===== config.mk =====
export PLATFORM = sky130hd
export DESIGN_NAME = mult_sequencer
export DESIGN_NICKNAME = d
export VERILOG_FILES = /design/src/rtl/mult_sequencer_pkg.sv /design/src/rtl/wdog_counter.sv /design/src/rtl/mult_sequencer.sv
export SDC_FILE = /design/constraint.sdc
export NUM_CORES = 1
export LEC_CHECK = 0
export CORE_UTILIZATION = 50
export CTS_CLUSTER_SIZE = 24
export DETAILED_ROUTE_END_ITERATION = 6
export GPL_TIMING_DRIVEN = 0
export HOLD_SLACK_MARGIN = 0.12
export PLACE_DENSITY = 0.85
export SLEW_MARGIN = 20
export SYNTH_ARGS = -nofsm -noshare
export SYNTH_HDL_FRONTEND = slang
export SYNTH_HIERARCHICAL = 1
export SYNTH_SLANG_ARGS = --single-unit

===== constraint.sdc =====
create_clock -name clock -period 3.55 [get_ports clock]
set_clock_uncertainty 0.2 [all_clocks]
set_input_delay 0.71 -clock clock [delete_from_list [all_inputs] [get_ports clock]]
set_output_delay 0.71 -clock clock [all_outputs]
set_load 0.01 [all_outputs]

===== src/rtl/mult_sequencer_pkg.sv =====
`default_nettype none
// ============================================================================
//  Module      : mult_sequencer_pkg
//  Description : Shared types and helpers for the multiplier sequencer:
//                state encoding, default operand width, clog2 helper.
//  Revision    : 1.0 - initial release
// ============================================================================
package mult_sequencer_pkg;

  localparam int DEFAULT_N = 8;
  localparam int STATE_W   = 2;

  typedef enum logic [STATE_W-1:0] {
    ST_IDLE  = 2'd0,
    ST_ISSUE = 2'd1,
    ST_WAIT  = 2'd2,
    ST_HOLD  = 2'd3
  } state_e;

  // Width needed to hold 'value' distinct states, never less than one bit.
  function automatic int clog2_safe(input int value);
    return (value <= 2) ? 1 : $clog2(value);
  endfunction

endpackage
`default_nettype wire


===== src/rtl/wdog_counter.sv =====
`default_nettype none
// ============================================================================
//  Module      : wdog_counter
//  Description : Saturating hang watchdog. Cleared on request, counts while
//                enabled, flags terminal count at TIMEOUT-1.
//  Revision    : 1.0 - initial release
// ============================================================================
module wdog_counter
  import mult_sequencer_pkg::*;
#(
  parameter int TIMEOUT = 20
) (
  input  logic clock,
  input  logic reset,
  input  logic clear,
  input  logic enable,
  output logic terminal
);

  localparam int               CNT_W    = clog2_safe(TIMEOUT + 1);
  localparam logic [CNT_W-1:0] CNT_MAX  = '1;
  localparam logic [CNT_W-1:0] TC_VALUE = CNT_W'(TIMEOUT - 1);

  logic [CNT_W-1:0] count;

  // Cycle counter: clear wins, then saturating increment while enabled
  always_ff @(posedge clock or negedge reset) begin
    if (!reset) begin
      count <= '0;
    end else if (clear) begin
      count <= '0;
    end else if (enable && (count != CNT_MAX)) begin
      count <= count + 1'b1;
    end
  end

  // Greater-or-equal keeps the flag asserted if the count ever runs past
  assign terminal = (count >= TC_VALUE);

endmodule
`default_nettype wire


===== src/rtl/mult_sequencer.sv =====
`default_nettype none
// ============================================================================
//  Module      : mult_sequencer
//  Description : Control stage in front of a shift-add multiplier. Accepts an
//                operand pair, pulses start, waits for finished (guarded by a
//                watchdog), then holds the product on a valid/ready port.
//                Zero operands bypass the multiplier entirely.
//  Revision    : 1.0 - initial release
// ============================================================================
module mult_sequencer
  import mult_sequencer_pkg::*;
#(
  parameter int N       = DEFAULT_N,
  parameter int TIMEOUT = 2*N + 4
) (
  input  logic         clock,
  input  logic         reset,
  input  logic         in_valid,
  output logic         in_ready,
  input  logic [N-1:0] in_a,
  input  logic [N-1:0] in_b,
  output logic         mul_start,
  output logic [N-1:0] mul_a,
  output logic [N-1:0] mul_b,
  input  logic [N:0]   mul_product,
  input  logic         mul_finished,
  output logic         out_valid,
  input  logic         out_ready,
  output logic [N:0]   out_product,
  output logic         out_error,
  output logic         busy
);

  state_e state;
  state_e state_next;
  logic   accept;
  logic   zero_op;
  logic   wdog_tc;

  assign accept  = (state == ST_IDLE) && in_valid;
  assign zero_op = (in_a == '0) || (in_b == '0);

  // The watchdog is zeroed at accept so it reads zero throughout ISSUE;
  // counting from ISSUE onward makes the first WAIT cycle read one, so the
  // timeout fires exactly TIMEOUT cycles after the start pulse.
  wdog_counter #(
    .TIMEOUT (TIMEOUT)
  ) u_wdog (
    .clock    (clock),
    .reset    (reset),
    .clear    (accept),
    .enable   ((state == ST_ISSUE) || (state == ST_WAIT)),
    .terminal (wdog_tc)
  );

  // State register
  always_ff @(posedge clock or negedge reset) begin
    if (!reset) begin
      state <= ST_IDLE;
    end else begin
      state <= state_next;
    end
  end

  // Next-state logic; finished takes priority over watchdog expiry
  always_comb begin
    state_next = state;
    case (state)
      ST_IDLE:  if (in_valid) state_next = zero_op ? ST_HOLD : ST_ISSUE;
      ST_ISSUE: state_next = ST_WAIT;
      ST_WAIT:  if (mul_finished || wdog_tc) state_next = ST_HOLD;
      ST_HOLD:  if (out_ready) state_next = ST_IDLE;
      default:  state_next = ST_IDLE;
    endcase
  end

  // Handshake/status outputs decoded straight from the state register
  always_comb begin
    in_ready = (state == ST_IDLE);
    busy     = (state != ST_IDLE);
  end

  // Registered datapath outputs: operands, start pulse, result and flags
  always_ff @(posedge clock or negedge reset) begin
    if (!reset) begin
      mul_start   <= 1'b0;
      mul_a       <= '0;
      mul_b       <= '0;
      out_valid   <= 1'b0;
      out_product <= '0;
      out_error   <= 1'b0;
    end else begin
      mul_start <= accept && !zero_op;
      out_valid <= (state_next == ST_HOLD);
      if (accept) begin
        mul_a <= in_a;
        mul_b <= in_b;
      end
      case (state)
        ST_IDLE: begin
          if (accept && zero_op) begin
            out_product <= '0;
            out_error   <= 1'b0;
          end
        end
        ST_WAIT: begin
          if (mul_finished) begin
            out_product <= mul_product;
            out_error   <= 1'b0;
          end else if (wdog_tc) begin
            out_product <= '0;
            out_error   <= 1'b1;
          end
        end
        default: ;
      endcase
    end
  end

endmodule
`default_nettype wire


Yosys cells after proc, flatten, opt, wreduce, memory -nomap -nowiden
Cells that the tools add are included.
- reductions and logical operators: 15
- equal/unequal tests: 7
- order comparisons: 1
- muxes and demuxes: 15
- add/sub/neg operators: 1
- operators with widths (operator ; count):
    $mux W9 ; 3
    $pmux W9 S2 ; 1
    $logic_not A8 Y1 ; 2
    $mux W5 ; 2
    $mux W2 ; 4
    $pmux W2 S4 ; 1
    $eq A2 B2 Y1 const B ; 3
    $reduce_bool A2 Y1 ; 3
    $add A5 B1 Y5 const B ; 1
    $ge A5 B5 Y1 const B ; 1
    $ne A5 B5 Y1 const B ; 1
    $logic_and A1 B1 Y1 ; 4
    $logic_or A1 B1 Y1 ; 3
    $mux W1 ; 3
    $ne A3 B3 Y1 const B ; 1
    $reduce_and A3 Y1 ; 1
    $eq A2 B1 Y1 const B ; 1
    $logic_not A2 Y1 ; 1
    $ne A2 B1 Y1 const B ; 1
    $pmux W1 S2 ; 1
    $logic_not A1 Y1 ; 1
- bits in registers: 35
- bits of input ports: 30
- output and inout port bits: 30

Logic depth before layout (Yosys ltp)
- depth after elaboration: 6
- depth in mapped cells: 8
- depth with buffers taken out: 7

By module
The synthesis kept the hierarchy.
- by module, submodules not included (module ; seq. area each (µm²) ; instances ; cells each ; area each (µm²)):
    mult_sequencer ; 750.7 ; 1 ; 138 ; 1660.3
    wdog_counter ; 125.1 ; 1 ; 24 ; 274.0

Least setup slack after synthesis
No wires, ideal clock.
- kind: flip-flop to output port
- from: register state[0]
- to: output busy
- slack: 1406 ps
- buffers on the path: 2
- data arrival time: 1234 ps
- cell stages (with the launch flop): 6
- cell sequence: dfrtp_1 inv_1 ha_1 buf_2 inv_1 clkbuf_1
- word-level cells in the longest chain between the ends: 1
- RTL lines (what ; line ; text):
    start, declared ; mult_sequencer.sv:34 ; state_e state;
    start signal, assigned ; mult_sequencer.sv:61 ; state <= state_next;
    $reduce_bool A2 Y1 ; mult_sequencer.sv:80 ; busy = (state != ST_IDLE);
    end, declared ; mult_sequencer.sv:31 ; output logic busy
Every way passes these cells.

Final worst setup path
- from: register state[1]
- to: output busy
Same word-level chain as after synthesis.

==> run_results.csv <==
group,metric,value,unit
critical_path,worstSetupStartpointType,"flip-flop",
global_route,globalRouteOverflowTotal,0,
clock_tree,h-tree-depth,2,
global_route,initial_antenna_violation_count,0,
power_and_ir_drop,int_power,0.001379,W
power_and_ir_drop,power-per-cell-area,820.3,nW/µm²
critical_path,critical_path.most_common_cell,"sky130_fd_sc_hd__inv_1",
sta,final.hold.worst_slack,291.4,ps
run_status,status,"finished, final reports clean",
route,detail_route.wirelength,4.385,mm
synthesis,yosysSeqAreaShare,45.28,%
critical_path,end_kind,"output port",
floorplan,top_level_ports,60,
final_layout,commonest_cells_after_routing_fill_and_taps_aside,"58 x sky130_fd_sc_hd__clkdlybuf4s50_1, 35 x sky130_fd_sc_hd__dfrtp_1, 17 x sky130_fd_sc_hd__mux2_1, 11 x sky130_fd_sc_hd__and2_1",
clock_tree,tritoncts,"done",
floorplan,die_height,64.20,µm
final_layout,area_of_the_multi_input_gates,983.4,µm²
critical_path,rr_startpoint,"u_wdog/count[0]$_DFFE_PN0P_",
critical_path,setup.worst_path.start,"state[1]$_DFF_PN0_",
placement,port_buffers,59,
power_and_ir_drop,power.share.sequential,34.2,%
worst_hold_path,hold_wc_path_type,"flip-flop to flip-flop",
floorplan,start_util,52.44,%
critical_path,setup.reg_to_reg.worst_slack,1030,ps
clock_tree,clkSinkCount,35,
route,dr.first_iter.drc_count,163,
sta,max_freq,313.6,MHz
synthesis,postSynth.asyncResetShare,100.0,%
sta,finalSetupViolCount,0,
route,post_drt_wl_per_cell,15.72,µm
final_layout,mostFrequentLayoutCell,"sky130_fd_sc_hd__clkdlybuf4s50_1",
synthesis,number_of_flops_mapped_to_enable_cells_by_yosys,0,
critical_path,critical_path.cell_chain,"inv_1 -> ha_1 -> buf_2 -> inv_1 -> clkbuf_1 -> clkdlybuf4s50_1",
global_route,via_count_of_the_first_global_routing_pass,1567,
synthesis,yosys.cell_types.count,37,
sta,setup_ws,360.9,ps
sta,layout_min_cycle_time,3189,ps
critical_path,cp.required,2640,ps
power_and_ir_drop,power.share.switching,37.69,%
synthesis,yosys_most_used_dff,"sky130_fd_sc_hd__dfrtp_1",
power_and_ir_drop,combinationalPowerShare,52.8,%
power_and_ir_drop,power.clock.fraction,12.9,%
clock_tree,cts.root.buffer_cell,"sky130_fd_sc_hd__clkbuf_8",
global_route,largest_net_degree_at_the_start_of_global_routing,28,
final_layout,area_delta_synth_final,39.52,%
clock_tree,numCtsBuffers,5,
sta,setup_repair_after_global_routing_missed_its_margin,"false",
final_layout,layout-drive-gt1-share,13.42,%
placement,detailedPlacementHpwl,3.182,mm
floorplan,rows,22,
critical_path,max_stage_delay,620,ps
final_layout,area.sequential,875.8,µm²
route,length_of_the_first_detailed_routing_pass_in_iterations,4,
flow_run,max_cap_violations,0,
synthesis,post_synth_top_area_cell,"sky130_fd_sc_hd__dfrtp_1",
final_layout,nets,266,
route,viasPerCell,5.921,
clock_tree,clk_pin_slew_worst_paths,80,ps
synthesis,postSynthRegisterBits,35,
synthesis,ys.warnings.count,6,
placement,finalWeightedCongestion,0.7968,
clock_tree,clk_path_buf_depth,2,
synthesis,synth_largest_type_area_fraction,45.28,%
clock_tree,cts_repair_resized_insts,0,
worst_hold_path,hold_start,"mul_b[6]$_DFFE_PN0N_",
route,detail_route.drc_violations,0,
synthesis,synth.avg_cell_area,11.94,µm²
floorplan,die_outline_area,4122,µm²
power_and_ir_drop,vdd_ir_drop_max,0.4448,mV
synthesis,syn_area,1934,µm²
floorplan,core_region_area,3689,µm²
sta,finalCritPeriodShare,89.83,%
sta,timing.setup.tns,0,ps
critical_path,critical_path.slowest_cell,"sky130_fd_sc_hd__clkdlybuf4s50_1",
final_layout,fill_count,259,
final_layout,antenna-diode-count,0,
sta,worstMarginPinSlew,549.1,ps
global_route,grtUsageTotal,23.18,%
critical_path,critical_path_class,"flip-flop to output port",
power_and_ir_drop,total_power,0.002214,W
power_and_ir_drop,switchingPower,0.0008343,W
clock_tree,insertion_delay,290,ps
critical_path,worstPathMaxFanout,10,
floorplan,die_w,64.20,µm
sta,hold_viol,0,
synthesis,syn-num-nets,198,
critical_path,worstPathArrival,2280,ps
route,routed-via-count,1652,
route,route.antenna.remaining_nets,0,
sta,timing_max_transition_violations_final,0,
synthesis,synth_area_leaders,"sky130_fd_sc_hd__dfrtp_1 45%, sky130_fd_sc_hd__mux2_1 9.9%, sky130_fd_sc_hd__a32oi_1 4.5%, sky130_fd_sc_hd__a41oi_1 4.5%, sky130_fd_sc_hd__nor4_4 4.4%",
global_route,grt_first_pass_wirelength,7.341,mm
power_and_ir_drop,power.static_leakage,1.107,nW
sta,worst_slew_margin_rel,63.30,%
placement,place_ws,702.4,ps
synthesis,syn-instance-count,162,
==> stage by stage <==
stage | util [%] | instances | area (µm²)
floorplan | - | 162 | 1934
global placement | 70.08 | 269 | 2585
detailed placement | 70.49 | 270 | 2600
CTS | 73.17 | 279 | 2699
global route | 73.17 | 279 | 2699
finish | 73.17 | 279 | 2699
==> sequential cells by signal, summed over array words and instances, names as in the netlist <==
| signal | flops |
|---|---|
| u_wdog/count | 5 |
| mul_b | 8 |
| out_product | 9 |
| out_error | 1 |
| out_valid | 1 |
| mul_a | 8 |
| state | 2 |
| mul_start | 1 |
==> worst paths after layout <==
| path | endpoint | cells after the start |
|---|---|---|
| max | busy | 6 |
| min in group asynchronous | out_product[7]$_DFFE_PN0P_ | 2 |
| max reg2reg | out_error$_DFFE_PN0P_ | 7 |
| min | mul_b[6]$_DFFE_PN0N_ | 1 |
| max in group asynchronous | mul_a[6]$_DFFE_PN0N_ | 3 |
| min reg2reg | mul_b[6]$_DFFE_PN0N_ | 1 |
==> cells by family (layout without fill, tap and decap cells) <==
family / count (synthesis) / in the layout / share of synthesized area (%)
flip-flops: 35 / 35 / 45.28
AND/OR/NAND/NOR: 49 / 49 / 19.41
XOR/XNOR: 2 / 2 / 0.9057
AO/OA/AOI/OAI: 36 / 36 / 15.72
multiplexers: 19 / 19 / 10.93
buffers and inverters: 15 / 84 / 3.881
adder cells (fa/ha/maj): 6 / 6 / 3.881
==> power by group through the flow <==
stage | Sequential (W) | Combinational [W] | Clock, W
5_1_grt | 0.000781 | 0.00127 | 0.000314
4_1_cts | 0.000756 | 0.00118 | 0.000294
6_report | 0.000758 | 0.00117 | 0.000286
2_1_floorplan | 0.000812 | 0.000576 | 0
3_3_place_gp | 0.000752 | 0.00114 | 0
3_5_place_dp | 0.000758 | 0.00117 | 0
==> metal layers <==
layer / global-route usage [%] / vias up / wire [µm]
met5: 0 / - / 0
met2: 36.84 / 78 / 2026
met4: 8.889 / 0 / 69
li1: - / 765 / -
met3: 7.857 / 8 / 393
met1: 29.01 / 801 / 1896
==> cells in the mapped netlist, drive strengths merged, types with 3 or more instances <==
| cell type | count |
|---|---|
| a41oi | 10 |
| o2111ai | 9 |
| and2 | 13 |
| nor3 | 3 |
| mux2 | 17 |
| inv | 5 |
| o21ai | 3 |
| nor2 | 5 |
| a32oi | 10 |
| buf | 8 |
| nand3 | 10 |
| nor4 | 5 |
| ha | 6 |
| dfrtp | 35 |
| nand2 | 3 |
| nor2b | 4 |
==> cell type report <==
type	instances	share of cell area, %
clock inverters	3	0.7418
clock buffers	5	2.550
repair buffers	61	22.81
multi-input cells	112	36.44
flip-flops and latches	35	32.45
plain buffers	10	2.086
inverters	5	0.6954
well taps	48	2.225
==> what timing repair did <==
action	in CTS	in global routing
setup buffers	0	0
hold buffers	1	0
hold endpoints to repair	8	0
==> critical path, delay by kind of cell, from the launching register on <==
kind / cells / cell delay [ps]
adders and majority gates: 1 / 190
buffers and inverters: 5 / 1370
DFF: 1 / 420
(Power assumes the default switching activity.)
